==> config.mk <==
export PLATFORM = sky130hd
export DESIGN_NAME = prefetch_queue
export DESIGN_NICKNAME = d
export VERILOG_FILES = /design/src/rtl/prefetch_queue.sv
export SDC_FILE = /design/constraint.sdc
export NUM_CORES = 1
export LEC_CHECK = 0
export ABC_AREA = 1
export BUFFER_PORTS_ARGS = -buffer_cell sky130_fd_sc_hd__buf_2
export CORE_MARGIN = 3
export CORE_UTILIZATION = 40
export DETAILED_ROUTE_END_ITERATION = 16
export GPL_TIMING_DRIVEN = 0
export SLEW_MARGIN = 20
export SYNTH_ARGS = -nofsm -noshare
export SYNTH_HDL_FRONTEND = slang
export SYNTH_SLANG_ARGS = --single-unit
==> constraint.sdc <==
create_clock -name clk -period 3 [get_ports clk]
set_clock_uncertainty 0.15 [all_clocks]
set_input_delay 0.15 -clock clk [delete_from_list [all_inputs] [get_ports clk]]
set_output_delay 0.15 -clock clk [all_outputs]
set_load 0.1 [all_outputs]
==> src/rtl/prefetch_queue.sv <==
// Byte-wide instruction prefetch queue: word/odd-byte pushes from the BIU,
// single-byte show-ahead pops for the EU, flush on control transfer.
module prefetch_queue #(
  parameter int DEPTH = 6,
  parameter int CW    = $clog2(DEPTH + 1)
) (
  input  logic          clk,
  input  logic          reset,
  input  logic          flush,
  input  logic          wr_en,
  input  logic [15:0]   wr_data,
  input  logic          wr_odd,
  output logic          wr_ready,
  input  logic          rd_en,
  output logic [7:0]    rd_data,
  output logic          rd_valid,
  output logic [CW-1:0] count,
  output logic          ovf
);

  localparam int PW = (DEPTH > 1) ? $clog2(DEPTH) : 1;
  localparam logic [CW-1:0] ROOM_LIMIT = CW'(DEPTH - 2);
  localparam logic [PW-1:0] LAST_SLOT  = PW'(DEPTH - 1);

  logic [7:0]    mem_q [DEPTH];
  logic [7:0]    mem_d [DEPTH];
  logic [PW-1:0] head_q, head_d;
  logic [PW-1:0] tail_q, tail_d;
  logic [CW-1:0] count_q, count_d;
  logic          ovf_q, ovf_d;

  logic          push, reject, pop;
  logic [PW-1:0] tail_p1, tail_p2;
  logic [CW-1:0] nwr, nrd;

  function automatic logic [PW-1:0] ptr_inc(input logic [PW-1:0] p);
    return (p == LAST_SLOT) ? '0 : p + PW'(1);
  endfunction

  // Status outputs depend on registered state only.
  always_comb begin
    wr_ready = (count_q <= ROOM_LIMIT);
    rd_valid = (count_q != '0);
    rd_data  = mem_q[head_q];
    count    = count_q;
    ovf      = ovf_q;
  end

  always_comb begin
    push    = wr_en & wr_ready & ~flush;
    reject  = wr_en & ~wr_ready & ~flush;
    pop     = rd_en & rd_valid & ~flush;
    tail_p1 = ptr_inc(tail_q);
    tail_p2 = ptr_inc(tail_p1);
    nwr     = '0;
    nrd     = pop ? CW'(1) : '0;
    mem_d   = mem_q;
    tail_d  = tail_q;
    head_d  = pop ? ptr_inc(head_q) : head_q;
    ovf_d   = ovf_q | reject;

    if (push) begin
      if (wr_odd) begin
        mem_d[tail_q] = wr_data[15:8];
        tail_d        = tail_p1;
        nwr           = CW'(1);
      end else begin
        mem_d[tail_q]  = wr_data[7:0];
        mem_d[tail_p1] = wr_data[15:8];
        tail_d         = tail_p2;
        nwr            = CW'(2);
      end
    end

    count_d = count_q + nwr - nrd;

    if (flush) begin
      head_d  = '0;
      tail_d  = '0;
      count_d = '0;
    end
  end

  always_ff @(posedge clk) begin
    if (reset) begin
      head_q  <= '0;
      tail_q  <= '0;
      count_q <= '0;
      ovf_q   <= 1'b0;
    end else begin
      head_q  <= head_d;
      tail_q  <= tail_d;
      count_q <= count_d;
      ovf_q   <= ovf_d;
    end
  end

  // Byte storage is intentionally left uncleared by reset and flush.
  always_ff @(posedge clk) begin
    mem_q <= mem_d;
  end

endmodule

======== Yosys cells after proc, flatten, opt, wreduce, memory -nomap -nowiden ========
Index checks and enable logic that the tools add are counted.
storage, ports and cells
  register bits after elaboration ......... 58
  output and inout port bits .............. 14
  word-level logic and storage cells ...... 58
operators by class
  add/subtract/negate cells ............... 5
  $lt $le $gt $ge ......................... 6
  equal/unequal tests ..................... 3
  multiplexer cells ....................... 18
  bitwise gates (word level) .............. 12
  reduce and logical (&&, ||, !) cells .... 4
operators with widths
  operator               count
  $bwmux W48             3
  $demux W8 S3           2
  $mux W48               1
  $mux W8                4
  $bmux W8 S3            1
  $ge A4 B4 Y1 const B   3
  $mux W3                4
  $not A3 Y4             3
  $add A3 B1 Y3 const B  3
  $eq A3 B3 Y1 const B   3
  $lt A4 B1 Y1 const B   2
  $and A1 B1 Y1          6
  $mux W2                2
  $add A3 B3 Y3          1
  $le A3 B3 Y1 const B   1
  $reduce_bool A3 Y1     1
  $sub A3 B1 Y3          1
  $logic_and A1 B1 Y1    2
  $not A1 Y1             2
  $reduce_or A2 Y1       1
  $mux W1                1
  $or A1 B1 Y1           1

======== Logic depth before layout (Yosys ltp) ========
Gate-level depths: netlist (run 1).
  word-level depth ........................ 9
  depth in mapped cells ................... 12
  gate-level depth less buffers ........... 12

======== Worst setup path before layout (run 1) ========
No wires, ideal clock.
  kind .................................... register to register
  from .................................... register count_q[0], in the netlist count[0]
  to ...................................... register mem_q[10] in the netlist's numbering, enable pin
  library setup time ...................... 376 ps
  data arrival time ....................... 3983 ps
  required time ........................... 2474 ps
  setup slack ............................. -1508 ps
  cell stages (with the launch flop) ...... 4
  path buffers ............................ 0
  period minus slack after synthesis ...... 4508 ps
  cells stage by stage .................... dfxtp_1 o21ai_0 nand2_1 a21oi_1
between the ends
  cells in the longest elaborated chain, start to end .. 3
ends and longest elaborated chain
  element                      line  RTL
  start: declaration           29    logic [CW-1:0] count_q, count_d;
  start signal: assignment     93    count_q <= count_d;
  $le A3 B3 Y1                 42    wr_ready = (count_q <= ROOM_LIMIT);
  named net wr_ready           13    output logic wr_ready,
  $and A1 B1 Y1 (2 in series)  50    push = wr_en & wr_ready & ~flush;
  end signal: assignment       100   mem_q <= mem_d;
  end: declaration             25    logic [7:0] mem_q [DEPTH];
The timed path passes the listed nets, and every way through them passes these cells.
A chain may end at the register's enable or synchronous reset.

======== Worst setup path after layout (run 1) ========
  from .................................... register head_q[1]
  to ...................................... output port rd_data[0]
between the ends
  cells in the longest elaborated chain, start to end .. 4
ends and longest elaborated chain
  element                                      line  RTL
  start: declaration                           27    logic [PW-1:0] head_q, head_d;
  start signal: assignment                     86    head_q <= '0;
  start signal: assignment                     91    head_q <= head_d;
  $not A3 Y4 (implied by the code)             44    rd_data = mem_q[head_q];
  $bmux W8 S3                                  44
  $mux W8 (implied by the code) (2 in series)  44
  end: declaration                             15    output logic [7:0] rd_data,
No other way between the ends. The select of a mux whose other input is x is not followed.

==> metrics, run 1 <==
total power=2010 uW; critical path required time=2.70 ns; vias post-DR=3537; GR peak layer=met2; pin count of the biggest net entering global routing=11; Tcrit/Tclk final=82.2%; final std cells w/o fill=698; Post-Syn Area=0.00379 mm2; core area=0.00898 mm2; Max IR drop VDD=0.193 mV; GR Util met1=33.1%; Finish-stage setup viols=0; Rows=34; Lkg Pwr=0.00195 uW; status=completed; Root Driver=clkbuf_8; Critical Path Fanout Max=10; Setup CP Type=flop to output pin; total of max-cap violations=0; Rel. slew slack=36.3%; GRT Total Usage=23.2%; antenna violations before repair=0; Final Wtd Congestion=0.984; final worst slack=0.533 ns; CP most frequent cell=buf_2; Buffers on Ports=28; Synth Area per Inst=7.22 um2; CP top delay family=simple AND/OR/NAND/NOR gates; Die Height=103 um; htree depth=3; Placement Setup Slack=0.629 ns; Avg WL per Cell=16.4 um; Pwr Density=462 mW/mm2; CP max stage delay=0.52 ns; Max stage delay cell, worst path=nor2_1; actual slew at the worst max-slew pin=0.956 ns; worst hold slack=0.0642 ns; CTS resizes=0; Slew Limit Fails=0; WP buf/inv=2; Area Growth Syn to Fin=14.6%; Final min period=2.47 ns; setup total negative slack=0 ns; Arr. time, crit path=2.17 ns; startpoint types=flop; ANT nets after route=0; # hold bufs at CTS=4; vias in the first global route=3374; yosys warns=0; post-DR vias/cell=5.07; M2 GR Usage=36.0%; # clock sinks=58; Fin. Hold Viols=0; unique cell type count in the Yosys netlist=29; drt drc=0; Antenna diodes=0; Post-synth EDFFs=48; CTS tree=yes; register bit total from synthesis=58; CTS buffer count=9; die area=0.0107 mm2; placed cells=679; most frequent cells in the layout=nand2_1 (157), o21ai_0 (72), nor2_1 (55); postcts setup bufs=0; crit path capture type=output pin; share of post-route cells with drive strength above 1=15.7%; Pre-Repair DR Iteration Count=5; first-pass GRT wire length=18300 um; commonest non-fill, non-tap cell in the layout=nand2_1; Max Freq=405 MHz; GRT overflow=0; met3 usage in global routing=4.49%; post-synthesis sequential area ratio=43.3%; Worst-path clk slew=0.07 ns; DRT iter0 DRCs=429; initial core utilization=42.2%; RSZ-0062 raised after global routing=no; Total Wirelength=11400 um; clock buffer depth=2; Post-Synthesis Cells=525; syn_nets=551; Post-synth ARST share=0%; dpl hpwl=8790 um; Hold WC Path Type=primary input to flop; Ports=36; crit path cell chain=buf_2, nor2_1, o21a_1, o21ai_0, nand2_1, buf_2; nets=594; Clock Latency Late Sink=0.34 ns; main flop type after synthesis=edfxtp_1; Die X=103 um
-- synth_stat cells (all sizes together), types with 2 or more instances --
cell / number / area share, %
nand4: 2 / 0.33
clkbuf: 10 / 1.1
ha: 3 / 0.99
buf: 19 / 3.2
nand2: 162 / 16
dfxtp: 10 / 5.3
nand3: 41 / 5.7
a21oi: 14 / 1.8
or2: 4 / 0.66
o21ai: 87 / 12
edfxtp: 48 / 38
nor2: 60 / 6.8
inv: 53 / 5.4
o21a: 8 / 1.6
-- sequential cells by signal, summed over array words and instances (netlist names) --
name	cells
tail_q	3
head_q	3
count	3
mem_q	48
ovf	1
-- cell type report --
class | instances | area, um2
buffer | 29 | 163
clock buffer | 9 | 124
clock inverter | 6 | 82.6
fill | 929 | 4630
inverter | 54 | 208
multi-input combinational | 384 | 1780
sequential | 58 | 1650
tap | 126 | 158
timing repair buffer | 32 | 180
-- where the power goes --
group	leakage (uW)	internal (uW)	total (uW)	switching, uW
combinational	0.00132	69.9	329	260
clock	0.000105	458	787	328
sequential	0.000524	883	890	6.49
total	0.00195	1410	2010	595
-- metal layers --
layer	wire length [um]	share of wire, %
met5	0	0
met4	160	1.4
met1	5270	46
met2	5320	47
met3	683	6.0
-- worst reg2reg max path, delay by kind of cell, from the launching register on --
| kind | cells | cell delay (ns) |
|---|---|---|
| buffers and inverters | 3 | 0.17 |
| adders and majority gates | 3 | 0.79 |
| DFF | 1 | 0.34 |
| AOI/OAI and AO/OA | 1 | 0.14 |
| and+or+nand+nor | 5 | 0.67 |
-- stage by stage --
step | utilization (%) | instance area [um2]
after floorplan | - | 3800
after global placement | 45.6 | 4100
after detailed placement | 45.6 | 4100
final | 48.4 | 4340
after global routing | 48.4 | 4340
after CTS | 48.4 | 4340
-- final timing paths --
kind	from	endpoint	slack, ns	cells past startpoint
min reg2reg	ovf	ovf	0.34	2
min	wr_data[7]	mem_q[7]	0.06	5
max reg2reg	count[1]	count[2]	0.68	12
max	head_q[1]	rd_data[0]	0.53	6
-- kinds of logic (layout without fill, tap and decap cells) --
group / Yosys count / count (layout) / synth area share, %
AO/OA/AOI/OAI: 109 / 109 / 15.1
XOR/XNOR: 1 / 1 / 0.231
adder cells (fa/ha/maj): 4 / 4 / 1.52
buffers and inverters: 83 / 130 / 9.78
flip-flops: 58 / 58 / 43.3
AND/OR/NAND/NOR: 270 / 270 / 30.0
(Power assumes the default switching activity.)
==> run 2: changes to the inputs <==
==> constraint.sdc (replaced) <==
create_clock -name clk -period 2.15 [get_ports clk]
set_clock_uncertainty 0.15 [all_clocks]
set_input_delay 0.1075 -clock clk [delete_from_list [all_inputs] [get_ports clk]]
set_output_delay 0.1075 -clock clk [all_outputs]
set_load 0.1 [all_outputs]
==> metrics, run 2 (synthesis gave the netlist of run 1 again) <==
status=completed; RSZ-0062 raised after global routing=yes; Critical Path Sink=count[2]; share of post-route cells with drive strength above 1=20.3% (+4.6 points); total of max-cap violations=0 (unchanged); Placement Setup Slack=-0.166 ns (-0.795 ns); Reg area=0.00165 mm2 (+0.53%); initial core utilization=42.2% (unchanged); Max Freq=471 MHz; Worst-path clk slew=0.07 ns (about the same); DP Area=0.00415 mm2 (+1.2%); Max IR drop VDD=0.309 mV (+60%); worst r2r dst=count[2]; core area=0.00898 mm2 (unchanged); Rows=34 (unchanged); Met3 Wirelength=899 um (+32%); Lkg Pwr=0.00201 uW (+2.8%); dpl hpwl=8920 um (+1.5%); drt drc=0 (unchanged); number of flip-flops in the largest register=48 (unchanged); Final Cell Area=0.00455 mm2 (+4.7%); actual slew at the worst max-slew pin=0.540 ns (-0.416 ns); Fin. Hold Viols=0 (unchanged); worst hold slack=0.0266 ns (-0.0376 ns); vias post-DR=3669 (+3.7%); Largest Register=mem_q; Root Driver=clkbuf_8; CTS tree=yes; GRT overflow=0 (unchanged); Rel. slew slack=64.0% (+28 points); Sw Ratio=29.4% (-0.21 points); Slew Limit Fails=0 (unchanged); placed cells=679 (unchanged); Antenna diodes=0 (unchanged); crit path capture type=flop; critical path required time=2.26 ns (-0.44 ns); CP most frequent cell=nor2_4; area of the multi-input gates=0.00187 mm2 (+5.1%); combinational power share=18.3% (+1.9 points); DRT iter0 DRCs=390 (-9.1%); DRT met1 WL=5270 um (about the same); ANT nets after route=0 (unchanged); Total Wirelength=11800 um (+3.4%); Critical Path Fanout Max=3 (-7); Pre-Repair DR Iteration Count=5 (unchanged); Tcrit/Tclk final=98.7%; Setup CP Type=flop to flop; Final Wtd Congestion=0.914 (-7.1%); pin count of the biggest net entering global routing=11 (unchanged); Buffers on Ports=28 (unchanged); antenna violations before repair=0 (unchanged); most frequent cells in the layout=nand2_1 (155), o21ai_0 (71), nor2_1 (48), edfxtp_1 (48), inv_1 (43); post-DR vias/cell=5.20 (+2.6%); Psw=835 uW (+40%); # fillers=917 (-1.3%); Die X=103 um (unchanged); GRT Total Usage=23.3% (about the same); Avg WL per Cell=16.7 um (+2.2%); R2R setup slack=0.03 ns (-0.65 ns); routed wl met2=5390 um (+1.4%); Max stage delay cell, worst path=fa_2; worst r2r path cells=12 (unchanged); CP max stage delay=0.37 ns (-0.15 ns); Final min period=2.12 ns; CP startpoint=count[0]; Area Growth Syn to Fin=20.0%; CTS buffer count=9 (unchanged); FF-to-FF Start=count[0]; clock buffer depth=2 (unchanged); crit path cell chain=nor2_4, nor2_4, nor2_4, nand2_1, ha_1, inv_1, ha_1, inv_2, fa_2, inv_2, nand2_2, a21oi_2; vias in the first global route=3294 (-2.4%); Clock Latency Late Sink=0.33 ns (about the same); final worst slack=0.0272 ns (-0.506 ns); # clock sinks=58 (unchanged); Hold WC Path Type=primary input to flop; htree depth=3 (unchanged); final std cells w/o fill=706 (+1.1%); Finish-stage setup viols=0 (unchanged); Seq pwr share=43.7% (-0.7 points); Die Height=103 um (unchanged); Clock Power Share=38.0% (-1.2 points); Arr. time, crit path=2.23 ns (+0.06 ns); Cell Int Power=2000 uW (+42%); nets=602 (+1.3%); startpoint types=flop; Pwr Density=624 mW/mm2 (+35%); commonest non-fill, non-tap cell in the layout=nand2_1; setup total negative slack=0 ns (unchanged); top layer in use=met4; die area=0.0107 mm2 (unchanged); first-pass GRT wire length=18200 um (-0.38%); Ports=36 (unchanged)
run 2: cell count changes in the layout (fill, tap and decap cells not counted), sizes merged:
cell	change
buf	+7
clkbuf	+1
run 2: per-layer routing:
layer  global-route usage, %  up-vias
li1                        -     1813
met1                    32.5     1677
met2                    36.9      156
met3                    5.10       23
met4                    5.88        0
met5                       0        -
run 2: power groups by stage:
| stage | Combinational (uW) | Sequential [uW] | Clock (uW) |
|---|---|---|---|
| finish | 518 | 1240 | 1080 |
| global route | 556 | 1240 | 1140 |
| CTS | 493 | 1240 | 1090 |
| detailed placement | 464 | 1270 | 0 |
| global placement | 462 | 1270 | 0 |
| floorplan | 319 | 1290 | 0 |
run 2: worst min-delay path by stage:
stage | cells past startpoint | endpoint | slack, ns | start
floorplan | 1 | ovf | 0.03 | reset
global placement | 2 | ovf | 0.13 | reset
detailed placement | 2 | ovf | 0.14 | reset
CTS | 5 | mem_q[6] | 0.02 | wr_data[6]
global route | 3 | mem_q[15] | 0.06 | wr_data[15]
finish | 5 | mem_q[6] | 0.03 | wr_data[6]
run 2: area by class of cell:
class	count	share of cell area, %
sequential	58	36.4
clock buffer	9	2.72
inverter	54	4.57
timing repair buffer	40	6.22
buffer	29	3.63
multi-input combinational	384	41.2
clock inverter	6	1.82
tap	126	3.47
run 2: metrics by stage:
step | utilization [%] | total power (uW)
finish | 50.7 | 2840
global route | 50.7 | 2940
CTS | 49.8 | 2820
detailed placement | 46.2 | 1730
global placement | 46.2 | 1730
floorplan | - | 1610
run 2: what timing repair did:
item | CTS | global route
endpoints found under the hold margin | 4 | 0
pin swaps | 3 | 6
gates resized for setup | 18 | 16
hold buffers | 4 | 0
endpoints found under the setup margin | 26 | 18
setup buffers | 5 | 3
run 2: worst max-delay path, delay by kind of cell (launching register included):
| kind | cells | cell delay, ns |
|---|---|---|
| buffers and inverters | 3 | 0.16 |
| and+or+nand+nor | 5 | 0.46 |
| DFF | 1 | 0.36 |
| AOI/OAI and AO/OA | 1 | 0.14 |
| adders and majority gates | 3 | 0.78 |
==> run 3: changes to the inputs <==
--- a/config.mk
+++ b/config.mk
@@ -5,7 +5,6 @@
 export SDC_FILE = /design/constraint.sdc
 export NUM_CORES = 1
 export LEC_CHECK = 0
-export ABC_AREA = 1
 export BUFFER_PORTS_ARGS = -buffer_cell sky130_fd_sc_hd__buf_2
 export CORE_MARGIN = 3
 export CORE_UTILIZATION = 40
==> metrics, run 3 <==
status=complete, but fails checks; violated checks=negative setup slack; Rows=31 (-8.8%); RSZ-0062 raised after global routing=yes; Reg area=0.00165 mm2 (about the same); Synth Area per Inst=11.6 um2 (+60%); Post-synth EDFFs=48 (unchanged); Die Height=95.0 um (-8.0%); Hold WC Path Type=primary input to flop; first-pass GRT wire length=12100 um (-33%); placed cells=407 (-40%); Largest Register=mem_q; Pre-Repair DR Iteration Count=4 (-1); Clock Latency Late Sink=0.34 ns (about the same); Final min period=2.22 ns (+0.0937 ns); most frequent cells in the layout=edfxtp_1 (48), nor2_1 (31), buf_2 (30); Compound-Gate Fraction of Synth Area=14.4% (-0.68 points); CTS tree=yes; Synth Area in XOR/XNOR=0.829% (+0.60 points); Worst-path clk slew=0.06 ns (about the same); pin count of the biggest net entering global routing=20 (+9); Critical Path Fanout Max=6 (+3); Fin. Hold Viols=0 (unchanged); number of flip-flops in the largest register=48 (unchanged); initial core utilization=42.3% (+0.13 points); # fillers=643 (-30%); actual slew at the worst max-slew pin=0.732 ns (+0.192 ns); most common cell in the netlist=edfxtp_1; worst hold slack=0.0185 ns (-0.00811 ns); Ports=36 (unchanged); Synth top area share=45.5% (+7.4 points); simple-gate area share of the yosys netlist=14.6% (-15 points); dpl hpwl=5480 um (-39%); Post-synth ARST share=0% (unchanged); Arr. time, crit path=2.30 ns (+0.07 ns); die area=0.00903 mm2 (-15%); vias in the first global route=2352 (-29%); Max IR drop VDD=0.316 mV (+2.2%); GRT Total Usage=18.5% (-4.8 points); area of the multi-input gates=0.00148 mm2 (-21%); Post-Syn Area=0.00317 mm2 (-16%); commonest non-fill, non-tap cell in the layout=edfxtp_1; main flop type after synthesis=edfxtp_1; nets=365 (-39%); antenna violations before repair=0 (unchanged); crit path capture type=flop; Synth Area in Adders=1.82% (+0.30 points); share of post-route cells with drive strength above 1=30.8% (+10 points); Post-Synthesis Cells=274 (-48%); startpoint types=flop; Tcrit/Tclk final=103% (+4.4 points); Rel. slew slack=50.9% (-13 points); ANT nets after route=0 (unchanged); mux share of post-synthesis cell area=11.5% (+11 points); critical path required time=2.23 ns (-0.03 ns); GRT overflow=0 (unchanged); Area Growth Syn to Fin=27.4%; register bit total from synthesis=58 (unchanged); Finish-stage setup viols=1 (+1); Max Freq=451 MHz (-4.2%); main combinational cell family by area after synthesis=simple AND/OR/NAND/NOR gates; Lkg Pwr=0.00144 uW (-28%); post-synthesis sequential area ratio=51.8% (+8.5 points); setup total negative slack=-0.0665 ns (-0.0665 ns); syn_nets=300 (-46%); final core utilization=53.9% (+3.3 points); unique cell type count in the Yosys netlist=46 (+59%); Buffers on Ports=34 (+21%); CTS buffer count=9 (unchanged); Placement Setup Slack=-0.204 ns (-0.0377 ns); # clock sinks=58 (unchanged); drt drc=0 (unchanged); Die X=95.0 um (-8.0%); yosys warns=0 (unchanged); clock buffer depth=2 (unchanged); vias post-DR=2378 (-35%); cell taking the most area after synthesis=edfxtp_1; total of max-cap violations=0 (unchanged); Avg WL per Cell=17.3 um (+3.4%); post-DR vias/cell=5.37 (+3.3%); synth top area cells=edfxtp_1 (45%), mux2i_1 (8.5%), dfxtp_1 (6.3%); Antenna diodes=0 (unchanged); htree depth=3 (unchanged); Slew Limit Fails=0 (unchanged); Setup CP Type=flop to flop; Root Driver=clkbuf_8; final std cells w/o fill=443 (-37%); Final Wtd Congestion=0.792 (-13%); Commonest cells post-synth=edfxtp_1 (48), nor2_1 (35), mux2i_1 (27); DRT iter0 DRCs=97 (-75%); Pwr Density=717 mW/mm2 (+15%); final worst slack=-0.0665 ns (-0.0937 ns); core area=0.00749 mm2 (-17%); Total Wirelength=7670 um (-35%)
[run 3: changes by cell type after synthesis, moves of 9 or more]
cell	before	now
a21oi_1	14	5
buf_2	14	5
inv_1	48	11
mux2i_1	0	27
nand2_1	158	15
nand3_1	40	2
nor2_1	55	35
o21ai_0	73	0
[run 3: what timing repair did]
action,4_1_cts,5_1_grt
endpoints found under the setup margin,18,6
cloned,0,0
endpoints found under the hold margin,18,0
hold buffers,17,0
pin swaps,3,2
setup buffers,1,3
resized for setup,15,1
[run 3: report_power, final]
part	internal (uW)	leakage (uW)	switching, uW
Clock	762	0.000112	443
Sequential	1230	0.000523	13.4
Combinational	153	0.000800	291
[run 3: kinds of logic after synthesis]
kind of cell / Yosys count
and+or+nand+nor: 88
DFF: 58
AOI/OAI and AO/OA: 57
muxes: 35
buffers and inverters: 29
adders and majority gates: 4
xor gates and xnor gates: 3
[run 3: worst paths after layout]
check,end,slack [ns],depth (start not counted),startpoint
max reg2reg,count[2],-0.07,8,count[0]
min reg2reg,ovf,0.30,2,ovf
max,count[2],-0.07,8,count[0]
min,ovf,0.02,4,flush
[run 3: final cells by class]
cell class | instances | share of cell area (%)
buffer | 17 | 2.85
inverter | 11 | 1.02
multi-input combinational | 187 | 36.6
clock buffer | 10 | 3.16
sequential | 58 | 40.9
tap | 99 | 3.07
timing repair buffer | 55 | 9.76
clock inverter | 6 | 2.60
[run 3: stage by stage]
step	total power, uW	cell area, um2
2_1_floorplan	1580	3260
3_3_place_gp	1670	3560
3_5_place_dp	1670	3560
4_1_cts	2900	4010
5_1_grt	2990	4040
6_report	2890	4040
[run 3: layer usage]
layer / GRT usage (%) / share of wire (%) / up-vias
li1: - / - / 1161
met3: 4.74 / 4.3 / 10
met1: 23.8 / 46 / 1145
met5: 0 / 0 / -
met2: 30.1 / 48 / 62
met4: 6.61 / 1.4 / 0
[run 3: worst max-delay path, stage by stage (launching register included)]
cell	delay (ns)
dfxtp_4	0.38
o21ai_4	0.21
nand2_2	0.13
or2_1	0.27
ha_4	0.23
fa_2	0.41
xnor2_2	0.16
xnor2_1	0.13
nor2_1	0.05
